<file path="src/rtl/mdio_pkg.sv">
// Purpose: shared types and constants for the Clause 22 MDIO PHY-side responder.
// Latency: n/a (definitions only).
// Backpressure: n/a (definitions only).
package mdio_pkg;

    // Frame-decoder states; bit fields arrive MSB first on MDC rising edges.
    typedef enum logic [2:0] {
        PRE,
        ST2,
        OP,
        PHYAD,
        REGAD,
        TA,
        DATA
    } mdio_state_e;

    localparam logic [1:0] OP_RD = 2'b10;
    localparam logic [1:0] OP_WR = 2'b01;

    localparam logic [4:0] BMCR   = 5'd0;
    localparam logic [4:0] BMSR   = 5'd1;
    localparam logic [4:0] PHYID1 = 5'd2;
    localparam logic [4:0] PHYID2 = 5'd3;

    localparam int PRE_LEN = 32;

    // Status and ID registers cannot be changed by the master.
    function automatic logic is_read_only(input logic [4:0] idx);
        return (idx == BMSR) || (idx == PHYID1) || (idx == PHYID2);
    endfunction

endpackage

</file>
<file path="src/rtl/mdio_edge_sync.sv">
// Purpose: bring MDC/MDIO into the Eth_Clk domain and flag MDC edges.
// Latency: 2 cycles to the synchronized level, edge pulse in the cycle the new level appears.
// Backpressure: none; MDIO has no flow control.
//
// Ports: clk/rst (sync, active-high); mdc_in/mdio_in raw pins;
//        mdc_rise/mdc_fall one-cycle edge pulses; mdio_sync aligned with the edge pulses.
module mdio_edge_sync (
    input  logic clk,
    input  logic rst,
    input  logic mdc_in,
    input  logic mdio_in,
    output logic mdc_rise,
    output logic mdc_fall,
    output logic mdio_sync
);

    logic [1:0] mdc_sync_q,  mdc_sync_d;
    logic [1:0] mdio_sync_q, mdio_sync_d;
    logic       mdc_dly_q,   mdc_dly_d;

    always_comb begin
        mdc_sync_d  = {mdc_sync_q[0], mdc_in};
        mdio_sync_d = {mdio_sync_q[0], mdio_in};
        mdc_dly_d   = mdc_sync_q[1];
    end

    always_ff @(posedge clk) begin
        if (rst) begin
            mdc_sync_q  <= 2'b00;
            mdio_sync_q <= 2'b11;   // MDIO idles high via pull-up
            mdc_dly_q   <= 1'b0;
        end else begin
            mdc_sync_q  <= mdc_sync_d;
            mdio_sync_q <= mdio_sync_d;
            mdc_dly_q   <= mdc_dly_d;
        end
    end

    // Both lines go through the same two stages, so mdio_sync is the value
    // that was on the wire when MDC moved.
    assign mdc_rise  =  mdc_sync_q[1] & ~mdc_dly_q;
    assign mdc_fall  = ~mdc_sync_q[1] &  mdc_dly_q;
    assign mdio_sync =  mdio_sync_q[1];

endmodule

</file>
<file path="src/rtl/mdio_phy_responder.sv">
// Purpose: Clause 22 MDIO PHY-side slave serving a 32x16 register file.
// Latency: read data driven on MDC falls; write commit 1 Eth_Clk after the last data-bit rise.
// Backpressure: none; the master owns MDC and the slave follows it.
//
// Ports: Eth_Clk/Eth_Rst (sync, active-high); MDC_In, MDIO_I from the pins;
//        MDIO_O/MDIO_OE to the IOBUF; Wr_Strb/Wr_Addr/Wr_Data committed-write report;
//        Frame_Err pulse on a bad ST, OP or TA field.
module mdio_phy_responder
    import mdio_pkg::*;
#(
    parameter logic [4:0]  PHY_ADDR = 5'd1,
    parameter logic [15:0] PHY_ID1  = 16'h0007,
    parameter logic [15:0] PHY_ID2  = 16'hC0F1,
    parameter logic [15:0] BMCR_RST = 16'h3100,
    parameter logic [15:0] BMSR_RST = 16'h786D
) (
    input  logic        Eth_Clk,
    input  logic        Eth_Rst,
    input  logic        MDC_In,
    input  logic        MDIO_I,
    output logic        MDIO_O,
    output logic        MDIO_OE,
    output logic        Wr_Strb,
    output logic [4:0]  Wr_Addr,
    output logic [15:0] Wr_Data,
    output logic        Frame_Err
);

    localparam logic [5:0] PRE_MAX = 6'(PRE_LEN);

    logic mdc_rise, mdc_fall, mdio_s;

    mdio_edge_sync u_sync (
        .clk       (Eth_Clk),
        .rst       (Eth_Rst),
        .mdc_in    (MDC_In),
        .mdio_in   (MDIO_I),
        .mdc_rise  (mdc_rise),
        .mdc_fall  (mdc_fall),
        .mdio_sync (mdio_s)
    );

    mdio_state_e state_q, state_d;
    logic [5:0]  pre_cnt_q, pre_cnt_d;
    logic [3:0]  bit_cnt_q, bit_cnt_d;
    logic        op_hi_q, op_hi_d;       // first opcode bit
    logic        is_rd_q, is_rd_d;
    logic [8:0]  hdr_q, hdr_d;           // PHYAD then REGAD bits, shifted in
    logic [4:0]  regad_q, regad_d;
    logic        match_q, match_d;
    logic [15:0] shreg_q, shreg_d;       // read data out / write data in
    logic        rd_drv_q, rd_drv_d;     // we own the line for this read
    logic        mdio_oe_q, mdio_oe_d;
    logic        mdio_o_q, mdio_o_d;
    logic        wr_strb_q, wr_strb_d;
    logic [4:0]  wr_addr_q, wr_addr_d;
    logic [15:0] wr_data_q, wr_data_d;
    logic        frame_err_q, frame_err_d;
    logic        soft_rst_q, soft_rst_d;

    logic [15:0] regs_q [32];
    logic [15:0] regs_d [32];

    logic [4:0]  rd_idx;
    logic [15:0] rd_word;
    logic [15:0] wr_word;

    function automatic logic [15:0] rst_val(input int i);
        logic [4:0] idx;
        idx = 5'(i);
        if (idx == BMCR)        return BMCR_RST;
        else if (idx == BMSR)   return BMSR_RST;
        else if (idx == PHYID1) return PHY_ID1;
        else if (idx == PHYID2) return PHY_ID2;
        else                    return 16'h0000;
    endfunction

    always_comb begin
        state_d     = state_q;
        pre_cnt_d   = pre_cnt_q;
        bit_cnt_d   = bit_cnt_q;
        op_hi_d     = op_hi_q;
        is_rd_d     = is_rd_q;
        hdr_d       = hdr_q;
        regad_d     = regad_q;
        match_d     = match_q;
        shreg_d     = shreg_q;
        rd_drv_d    = rd_drv_q;
        mdio_oe_d   = mdio_oe_q;
        mdio_o_d    = mdio_o_q;
        wr_strb_d   = 1'b0;
        wr_addr_d   = wr_addr_q;
        wr_data_d   = wr_data_q;
        frame_err_d = 1'b0;
        soft_rst_d  = 1'b0;
        for (int i = 0; i < 32; i++) regs_d[i] = regs_q[i];

        // Register being addressed once the last REGAD bit is on the wire.
        rd_idx  = {hdr_q[3:0], mdio_s};
        rd_word = regs_q[rd_idx];
        if (rd_idx == BMCR) rd_word[15] = 1'b0;   // soft-reset bit self-clears
        wr_word = {shreg_q[14:0], mdio_s};

        if (mdc_rise) begin
            case (state_q)
                PRE: begin
                    if (mdio_s) begin
                        if (pre_cnt_q != PRE_MAX) pre_cnt_d = pre_cnt_q + 6'd1;
                    end else if (pre_cnt_q == PRE_MAX) begin
                        // This 0 is the first ST bit.
                        state_d   = ST2;
                        pre_cnt_d = 6'd0;
                    end else begin
                        pre_cnt_d = 6'd0;
                    end
                end
                ST2: begin
                    if (mdio_s) begin
                        state_d   = OP;
                        bit_cnt_d = 4'd1;
                    end else begin
                        frame_err_d = 1'b1;
                        state_d     = PRE;
                    end
                end
                OP: begin
                    op_hi_d = mdio_s;
                    if (bit_cnt_q != 4'd0) begin
                        bit_cnt_d = bit_cnt_q - 4'd1;
                    end else if ({op_hi_q, mdio_s} == OP_RD) begin
                        is_rd_d   = 1'b1;
                        state_d   = PHYAD;
                        bit_cnt_d = 4'd4;
                    end else if ({op_hi_q, mdio_s} == OP_WR) begin
                        is_rd_d   = 1'b0;
                        state_d   = PHYAD;
                        bit_cnt_d = 4'd4;
                    end else begin
                        frame_err_d = 1'b1;
                        state_d     = PRE;
                    end
                end
                PHYAD: begin
                    hdr_d = {hdr_q[7:0], mdio_s};
                    if (bit_cnt_q != 4'd0) begin
                        bit_cnt_d = bit_cnt_q - 4'd1;
                    end else begin
                        state_d   = REGAD;
                        bit_cnt_d = 4'd4;
                    end
                end
                REGAD: begin
                    hdr_d = {hdr_q[7:0], mdio_s};
                    if (bit_cnt_q != 4'd0) begin
                        bit_cnt_d = bit_cnt_q - 4'd1;
                    end else begin
                        regad_d   = rd_idx;
                        match_d   = (hdr_q[8:4] == PHY_ADDR);
                        shreg_d   = rd_word;
                        state_d   = TA;
                        bit_cnt_d = 4'd1;
                    end
                end
                TA: begin
                    if (bit_cnt_q != 4'd0) begin
                        // First TA bit is Z on a read; take the line from the next fall.
                        if (is_rd_q && match_q) rd_drv_d = 1'b1;
                        if (!is_rd_q && !mdio_s) begin
                            frame_err_d = 1'b1;
                            state_d     = PRE;
                        end else begin
                            bit_cnt_d = 4'd0;
                        end
                    end else if (!is_rd_q && mdio_s) begin
                        frame_err_d = 1'b1;
                        state_d     = PRE;
                    end else begin
                        state_d   = DATA;
                        bit_cnt_d = 4'd15;
                    end
                end
                DATA: begin
                    if (!is_rd_q) shreg_d = wr_word;
                    if (bit_cnt_q != 4'd0) begin
                        bit_cnt_d = bit_cnt_q - 4'd1;
                    end else begin
                        state_d   = PRE;
                        pre_cnt_d = 6'd0;
                        if (!is_rd_q && match_q && !is_read_only(regad_q)) begin
                            wr_strb_d = 1'b1;
                            wr_addr_d = regad_q;
                            wr_data_d = wr_word;
                            if (regad_q == BMCR && wr_word[15])
                                soft_rst_d = 1'b1;
                            else
                                regs_d[regad_q] = wr_word;
                        end
                    end
                end
                default: state_d = PRE;
            endcase
        end else if (mdc_fall && rd_drv_q) begin
            // Drive only on falls so the master's rising-edge sample sees settled data.
            case (state_q)
                TA: begin
                    mdio_oe_d = 1'b1;
                    mdio_o_d  = 1'b0;
                end
                DATA: begin
                    mdio_oe_d = 1'b1;
                    mdio_o_d  = shreg_q[15];
                    shreg_d   = {shreg_q[14:0], 1'b0};
                end
                default: begin
                    // Fall after data bit 0: hand the line back.
                    mdio_oe_d = 1'b0;
                    mdio_o_d  = 1'b1;
                    rd_drv_d  = 1'b0;
                end
            endcase
        end
    end

    always_ff @(posedge Eth_Clk) begin
        if (Eth_Rst) begin
            state_q     <= PRE;
            pre_cnt_q   <= 6'd0;
            bit_cnt_q   <= 4'd0;
            op_hi_q     <= 1'b0;
            is_rd_q     <= 1'b0;
            hdr_q       <= 9'd0;
            regad_q     <= 5'd0;
            match_q     <= 1'b0;
            shreg_q     <= 16'd0;
            rd_drv_q    <= 1'b0;
            mdio_oe_q   <= 1'b0;
            mdio_o_q    <= 1'b1;
            wr_strb_q   <= 1'b0;
            wr_addr_q   <= 5'd0;
            wr_data_q   <= 16'd0;
            frame_err_q <= 1'b0;
            soft_rst_q  <= 1'b0;
        end else begin
            state_q     <= state_d;
            pre_cnt_q   <= pre_cnt_d;
            bit_cnt_q   <= bit_cnt_d;
            op_hi_q     <= op_hi_d;
            is_rd_q     <= is_rd_d;
            hdr_q       <= hdr_d;
            regad_q     <= regad_d;
            match_q     <= match_d;
            shreg_q     <= shreg_d;
            rd_drv_q    <= rd_drv_d;
            mdio_oe_q   <= mdio_oe_d;
            mdio_o_q    <= mdio_o_d;
            wr_strb_q   <= wr_strb_d;
            wr_addr_q   <= wr_addr_d;
            wr_data_q   <= wr_data_d;
            frame_err_q <= frame_err_d;
            soft_rst_q  <= soft_rst_d;
        end
    end

    // Register file: hard reset and BMCR soft reset both reload PHY defaults.
    always_ff @(posedge Eth_Clk) begin
        for (int i = 0; i < 32; i++) begin
            if (Eth_Rst || soft_rst_q) regs_q[i] <= rst_val(i);
            else                       regs_q[i] <= regs_d[i];
        end
    end

    assign MDIO_O    = mdio_o_q;
    assign MDIO_OE   = mdio_oe_q;
    assign Wr_Strb   = wr_strb_q;
    assign Wr_Addr   = wr_addr_q;
    assign Wr_Data   = wr_data_q;
    assign Frame_Err = frame_err_q;

endmodule

</file>
<file path="config.mk">
export PLATFORM = sky130hd
export DESIGN_NAME = mdio_phy_responder
export DESIGN_NICKNAME = d
export VERILOG_FILES = /design/src/rtl/mdio_pkg.sv /design/src/rtl/mdio_edge_sync.sv /design/src/rtl/mdio_phy_responder.sv
export SDC_FILE = /design/constraint.sdc
export NUM_CORES = 1
export LEC_CHECK = 0
export CORE_AREA = 2 2 332 203
export CTS_CLUSTER_DIAMETER = 60
export DETAILED_ROUTE_END_ITERATION = 8
export DIE_AREA = 0 0 334 205
export GPL_TIMING_DRIVEN = 0
export PLACE_DENSITY = 0.52
export SETUP_SLACK_MARGIN = 0.2
export SYNTH_ARGS = -nofsm -noshare
export SYNTH_HDL_FRONTEND = slang
export SYNTH_HIERARCHICAL = 1
export SYNTH_SLANG_ARGS = --single-unit
</file>
<file path="constraint.sdc">
create_clock -name Eth_Clk -period 7.1 [get_ports Eth_Clk]
set_clock_uncertainty 0.2 [all_clocks]
set_input_delay 0.71 -clock Eth_Clk [delete_from_list [all_inputs] [get_ports Eth_Clk]]
set_output_delay 0.71 -clock Eth_Clk [all_outputs]
set_load 0.005 [all_outputs]
</file>
# Word-level counts from Yosys, hierarchy flattened
# Memory sizes are Yosys's and may differ from the RTL's.
# Index checks and enable logic that the tools add are counted.
totals:
  word_cells: 242
  n_memories: 1
  mem_bits_rw: 512
  reg_bits: 78
mem_list:
  columns: ["memory", "depth", "width", "read_ports", "rd_ports_with_merged_regs", "write_ports", "line_no", "source"]
  rows:
  - ["regs_q", 32, 16, 33, 0, 32, "mdio_phy_responder.sv:61", "logic [15:0] regs_q [32];"]
op_classes:
  n_lt_le_gt_ge: 2
  n_bitwise: 41
  n_reduce_logical: 40
  n_mux: 103
  n_addsub: 2
  eq_ne: 33
ops:
  columns: ["operator", "count"]
  rows:
  - ["two-way mux 512 bit", 5]
  - ["two-way mux 16 bit", 43]
  - ["bitwise mux 512 bit", 1]
  - ["demux 16 bit (select 5 bit)", 1]
  - ["two-way mux 4 bit", 10]
  - ["bitwise OR 1 bit", 32]
  - ["case mux 16 bit (2 select lines)", 1]
  - ["two-way mux 3 bit", 9]
  - ["case mux 4 bit (6 select lines)", 1]
  - ["two-way mux 1 bit", 22]
  - ["case mux 3 bit (7 select lines)", 1]
  - ["two-way mux 6 bit", 3]
  - ["!= test 3 bit, second input constant", 6]
  - ["!= test 2 bit, second input constant", 7]
  - ["case mux 6 bit (2 select lines)", 1]
  - ["AND reduction 4 bit", 3]
  - ["== test 5 x 1 -> 1 bit, second input constant", 2]
  - ["== test 5 x 2 -> 1 bit, second input constant", 2]
  - ["logical NOT 5 bit", 2]
  - ["!= test 2 x 1 -> 1 bit, second input constant", 5]
  - ["AND reduction 5 bit", 2]
  - ["nonzero test 2 bit", 5]
  - ["== test 3 bit, second input constant", 3]
  - ["logical AND 1 bit", 8]
  - ["other kinds (29)", 46]

# Depth between registers and ports, before layout
logic_depth:
  ltp_word: 12
  mapped_depth: 10
  mapped_depth_nobuf: 7

# Modules after synthesis
# The synthesis kept the hierarchy.
by_module_without_submodules:
  columns: ["mod", "n_inst", "area_each_um2", "cells_per_inst"]
  rows:
  - ["mdio_phy_responder", 1, 25734.7, 2558]
  - ["mdio_edge_sync", 1, 151.4, 12]

# Least setup slack after synthesis
# OpenSTA, ideal clock, no wires.
synth_path:
  path_type: "flip-flop to flip-flop"
  from: "register bit_cnt_q[0]"
  to: "memory regs_q[13][10]"
  t_arrival_ns: 2.352
  path_buffers: 3
  required_time_ns: 6.772
  stages_incl_launch_ff: 11
  slack_ns: 4.421
  synth_period_minus_slack_ns: 2.679
  setup_ns: 0.128
  cell_sequence: "dfxtp_1 inv_1 ha_1 nand4bb_1 buf_4 or4_1 buf_6 nor3_4 buf_12 mux2i_1 nor2_1"
synth_lines:
  columns: ["element", "line_no", "source"]
  rows:
  - ["start: declaration", "mdio_phy_responder.sv:45", "logic [3:0] bit_cnt_q, bit_cnt_d;"]
  - ["start signal: assignment", "mdio_phy_responder.sv:246", "bit_cnt_q <= bit_cnt_d;"]
  - ["end: declaration", "mdio_phy_responder.sv:61", null]

# Final worst setup path
layout_path:
  from: "register hdr_q[0]"
  to: "register shreg_q[3]"
layout_between:
  elab_chain_cells: 4
layout_rtl:
  columns: ["element", "line_no", "source"]
  rows:
  - ["start: declaration", "mdio_phy_responder.sv:48", "logic [8:0] hdr_q, hdr_d;"]
  - ["start signal: assignment", "mdio_phy_responder.sv:249", "hdr_q <= hdr_d;"]
  - ["memory read (32 x 16 bit)", null, null]
  - ["two-way mux 16 bit", "mdio_phy_responder.sv:154", "if (bit_cnt_q != 4'd0) begin"]
  - ["case mux 16 bit (2 select lines)", "mdio_phy_responder.sv:105", "case (state_q)"]
  - ["two-way mux 16 bit", "mdio_phy_responder.sv:104", "if (mdc_rise) begin"]
  - ["end signal: assignment", "mdio_phy_responder.sv:252", "shreg_q <= shreg_d;"]
  - ["end: declaration", "mdio_phy_responder.sv:51", "logic [15:0] shreg_q, shreg_d;"]
# Every way passes these cells. The select of a mux whose other input is x is not followed.
# A chain may end at the register's enable or synchronous reset.

==> summary.txt <==
Status
  – Status: completed

Finish
  – Post-route insts no fill: 3570
  – Final nets: roughly 2.7k
  – Area added between synthesis and finish: 12.6%
  – Final Cell Area: 0.0292 sq mm
  – # fillers: 6212
  – Most common cell after layout, fill and taps aside: dfxtp_1
  – Share of cells above drive strength 1: 12.8%
  – Commonest cells after routing, fill and taps aside: 589 x dfxtp_1, 410 x nor2_1, 395 x mux2i_1

Synthesis
  – Async SR Flop Fraction: 0%
  – Ys Warns: 6
  – Post-synth EDFFs: 0
  – Syn_area_per_cell: 10.1 sq um
  – Mapped Area: ~0.026 sq mm
  – Post-synthesis sequential area ratio: 45.6%
  – Ys flop type: dfxtp_1
  – Netlist cell types: 73
  – Cells after synthesis: 2570
  – #FFs+latches synth: 589
  – Synth Net Count: approximately 2.6k

Clock tree
  – Clk Latency, worst-skew pair: 660 ps
  – Clock Path Buffers: 3
  – H-tree Lvls: 2
  – CTS resizes: 0
  – CTS tree: built
  – Total clock buffers created by CTS: 57
  – CTS Sinks: 589
  – Cts hold-fix bufs: 0
  – Clk pin slew, worst setup/hold paths: 70 ps
  – CTS root buf: clkbuf_16
  – Postcts setup bufs: 0

Global route
  – Initial antenna violation count: 3
  – Grt total ovfl: 0
  – Tot GR Track Use: 30.2%
  – First-pass GRT wire length: 147000 microns
  – Vias in the first global route: around 20k
  – Pin count of the biggest net entering global routing: 16

Routing
  – DRT antenna net count: 0
  – Drt pass-1 iters: 5
  – Initial drt markers: 2472
  – Vias per std cell: approximately 5.8
  – Residual DRC count: 0
  – WL per Instance: 29.0 microns
  – DR vias: 20.8k
  – WL final: a little over 100000 microns

Pwr
  – Post-layout total power: roughly 6700 uW
  – Comb pwr share: 2.5%
  – Net Sw Frac: 23.7%
  – Clock share of power: between 40 and 50%
  – Leakage: about 0.011 uW
  – Pwr Density: between 200 and 250 mW/mm^2
  – Sw Pwr: 1580 uW
  – Power Internal: between 5000 and 6000 uW
  – Max IR drop VDD: around 0.2 mV
  – Sequential power share: about half

Setup path
  – Endpoint of the worst register-to-register path: shreg_q[3]$_SDFFE_PP0P_
  – Buffers & Inverters on Critical Path: 4
  – Kind of critical path: flip-flop to flip-flop
  – Critical Path AT: 4580 ps
  – Worst setup EP type: flip-flop
  – R2R depth: 9
  – Worst flop-to-flop path startpoint: hdr_q[0]$_SDFFE_PP0P_
  – Most frequent CP cell: buf_2
  – Worst setup SP type: flip-flop
  – R2R Setup Slk: 2820 ps
  – Slowest CP cell: clkbuf_1
  – CP Max Fanout: 10
  – CP required: 7410 ps
  – Max stage delay on crit path: 790 ps
  – CP cell instances: buf_2, buf_2, buf_2, clkbuf_1, mux4_2, a22oi_1, nand2_1, nor4_1, nor4_1
  – Crit-path leading delay family: buffers and inverters

Die
  – Die W: 334 microns
  – Site Rows: 73
  – Core area: 0.0654 sq mm
  – Starting density of the core: 39.6%
  – Ports: 29
  – Die Footprint: 0.0685 sq mm
  – Die height: 205 microns

Placed design
  – # port buffers: 28
  – Detailed placement HPWL: ~76000 microns
  – Cell count after placement: between 3k and 4k
  – Placed cell area: 0.0273 sq mm
  – RD Place Congestion: 0.979

STA
  – Minimum clock period: 4280 ps
  – Slew @ Worst Pin: 1360 ps
  – Final hold violation count: 0
  – Worst hold margin: 220 ps
  – Setup-failing EPs final: 0
  – Slew Limit Fails: 0
  – Unrepaired setup endpoints after global routing: false
  – Setup TNS: 0 ps
  – Final period utilization: 60.2%
  – Max Clock Freq: approximately 230 MHz
  – Slew HR: 9.24%

Hold path
  – Worst hold path type: flip-flop to flip-flop
  – Hold Path End: u_sync/mdio_sync_q[1]$_SDFF_PP1_
  – Hold wc startpoint: u_sync/mdio_sync_q[0]$_SDFF_PP1_
  – Hold Path Stages: 1

Run
  – # Max-Cap Violations: 0
area by class of cell:
cell class                      instances  area (sq um)  area share [%]
Buffer                                230          1240            4.26
Clock inverter                         27           273           0.935
Antenna cell                            1          2.50         0.00858
Clock buffer                           81          1630            5.58
Timing Repair Buffer                   29           288           0.987
Sequential cell                       589         11800            40.4
Inverter                               11          41.3           0.142
Multi-Input combinational cell       1740         12800            44.0
Tap cell                              862          1080            3.70
worst max path at each step:
stage                                          from                          end  cells past startpoint
after floorplan           bit_cnt_q[0]$_SDFFE_PP0P_  regs_q[13][10]$_SDFFE_PP0P_                     10
after global placement                      Eth_Rst  regs_q[30][15]$_SDFFE_PP0P_                      6
after detailed placement                    Eth_Rst   regs_q[9][15]$_SDFFE_PP0P_                      6
after CTS                     hdr_q[0]$_SDFFE_PP0P_      shreg_q[3]$_SDFFE_PP0P_                      9
after global routing          hdr_q[0]$_SDFFE_PP0P_      shreg_q[3]$_SDFFE_PP0P_                      9
final                         hdr_q[0]$_SDFFE_PP0P_      shreg_q[3]$_SDFFE_PP0P_                      9
kinds of logic (layout without fill, tap and decap cells):
kind of cell,Yosys count,in the layout,synth area share [%]
buffers and inverters,241,378,4.96
AO/OA/AOI/OAI,252,252,5.90
multiplexers,524,524,26.3
AND/OR/NAND/NOR,955,955,16.9
other,0,1,0
XOR/XNOR,5,5,0.169
flip-flops,589,589,45.6
adder cells (fa/ha/maj),4,4,0.193
layer usage:
metal	vias to the layer above	wire (microns)	GRT usage (%)
met3	157	14100	12.7
li1	9103	-	-
met2	1168	39200	39.7
met4	0	2470	7.90
met5	-	0	0
met1	10400	47900	44.4
sequential cells by signal (all words and copies together) (netlist names), 2 cells and up:
signal	count
u_sync/mdio_sync_q	2
Wr_Data	16
shreg_q	16
Wr_Addr	5
regs_q	511
state_q	3
hdr_q	9
bit_cnt_q	4
u_sync/mdc_sync_q	2
regad_q	5
pre_cnt_q	6
cell usage after synthesis (all sizes together), types with 21 or more instances:
master | n | area, sq um
nand2 | 312 | 1170
dfxtp | 589 | 11800
nor2b | 25 | 156
clkbuf | 129 | 485
mux4 | 124 | 2790
nor2 | 410 | 1540
buf | 101 | 757
a22oi | 21 | 158
or3 | 22 | 138
a21oi | 158 | 791
nor4 | 29 | 196
and2 | 45 | 282
nor3 | 22 | 245
mux2i | 395 | 3950
power by group through the flow:
stage | Clock, uW | Sequential (uW) | Combinational (uW)
final | 3190 | 3310 | 164
after global routing | 3350 | 3300 | 168
after CTS | 3210 | 3310 | 159
after detailed placement | 0 | 3380 | 158
after global placement | 0 | 3380 | 157
after floorplan | 0 | 3380 | 75.4
through the flow:
stage,setup slack (ps),util [%]
6_report,2820,44.6
5_1_grt,2820,44.6
3_5_place_dp,2830,41.7
3_3_place_gp,2940,41.7
4_1_cts,3040,44.6
2_1_floorplan,4420,-
worst register-to-register path: stages (launching register included):
cell and delay (ps):
dfxtp_1 310, buf_2 300, buf_2 550, buf_2 610
clkbuf_1 800, mux4_2 440, a22oi_1 260, nand2_1 260
nor4_1 300, nor4_1 100
Note: power is estimated with default switching activity, not from simulation.
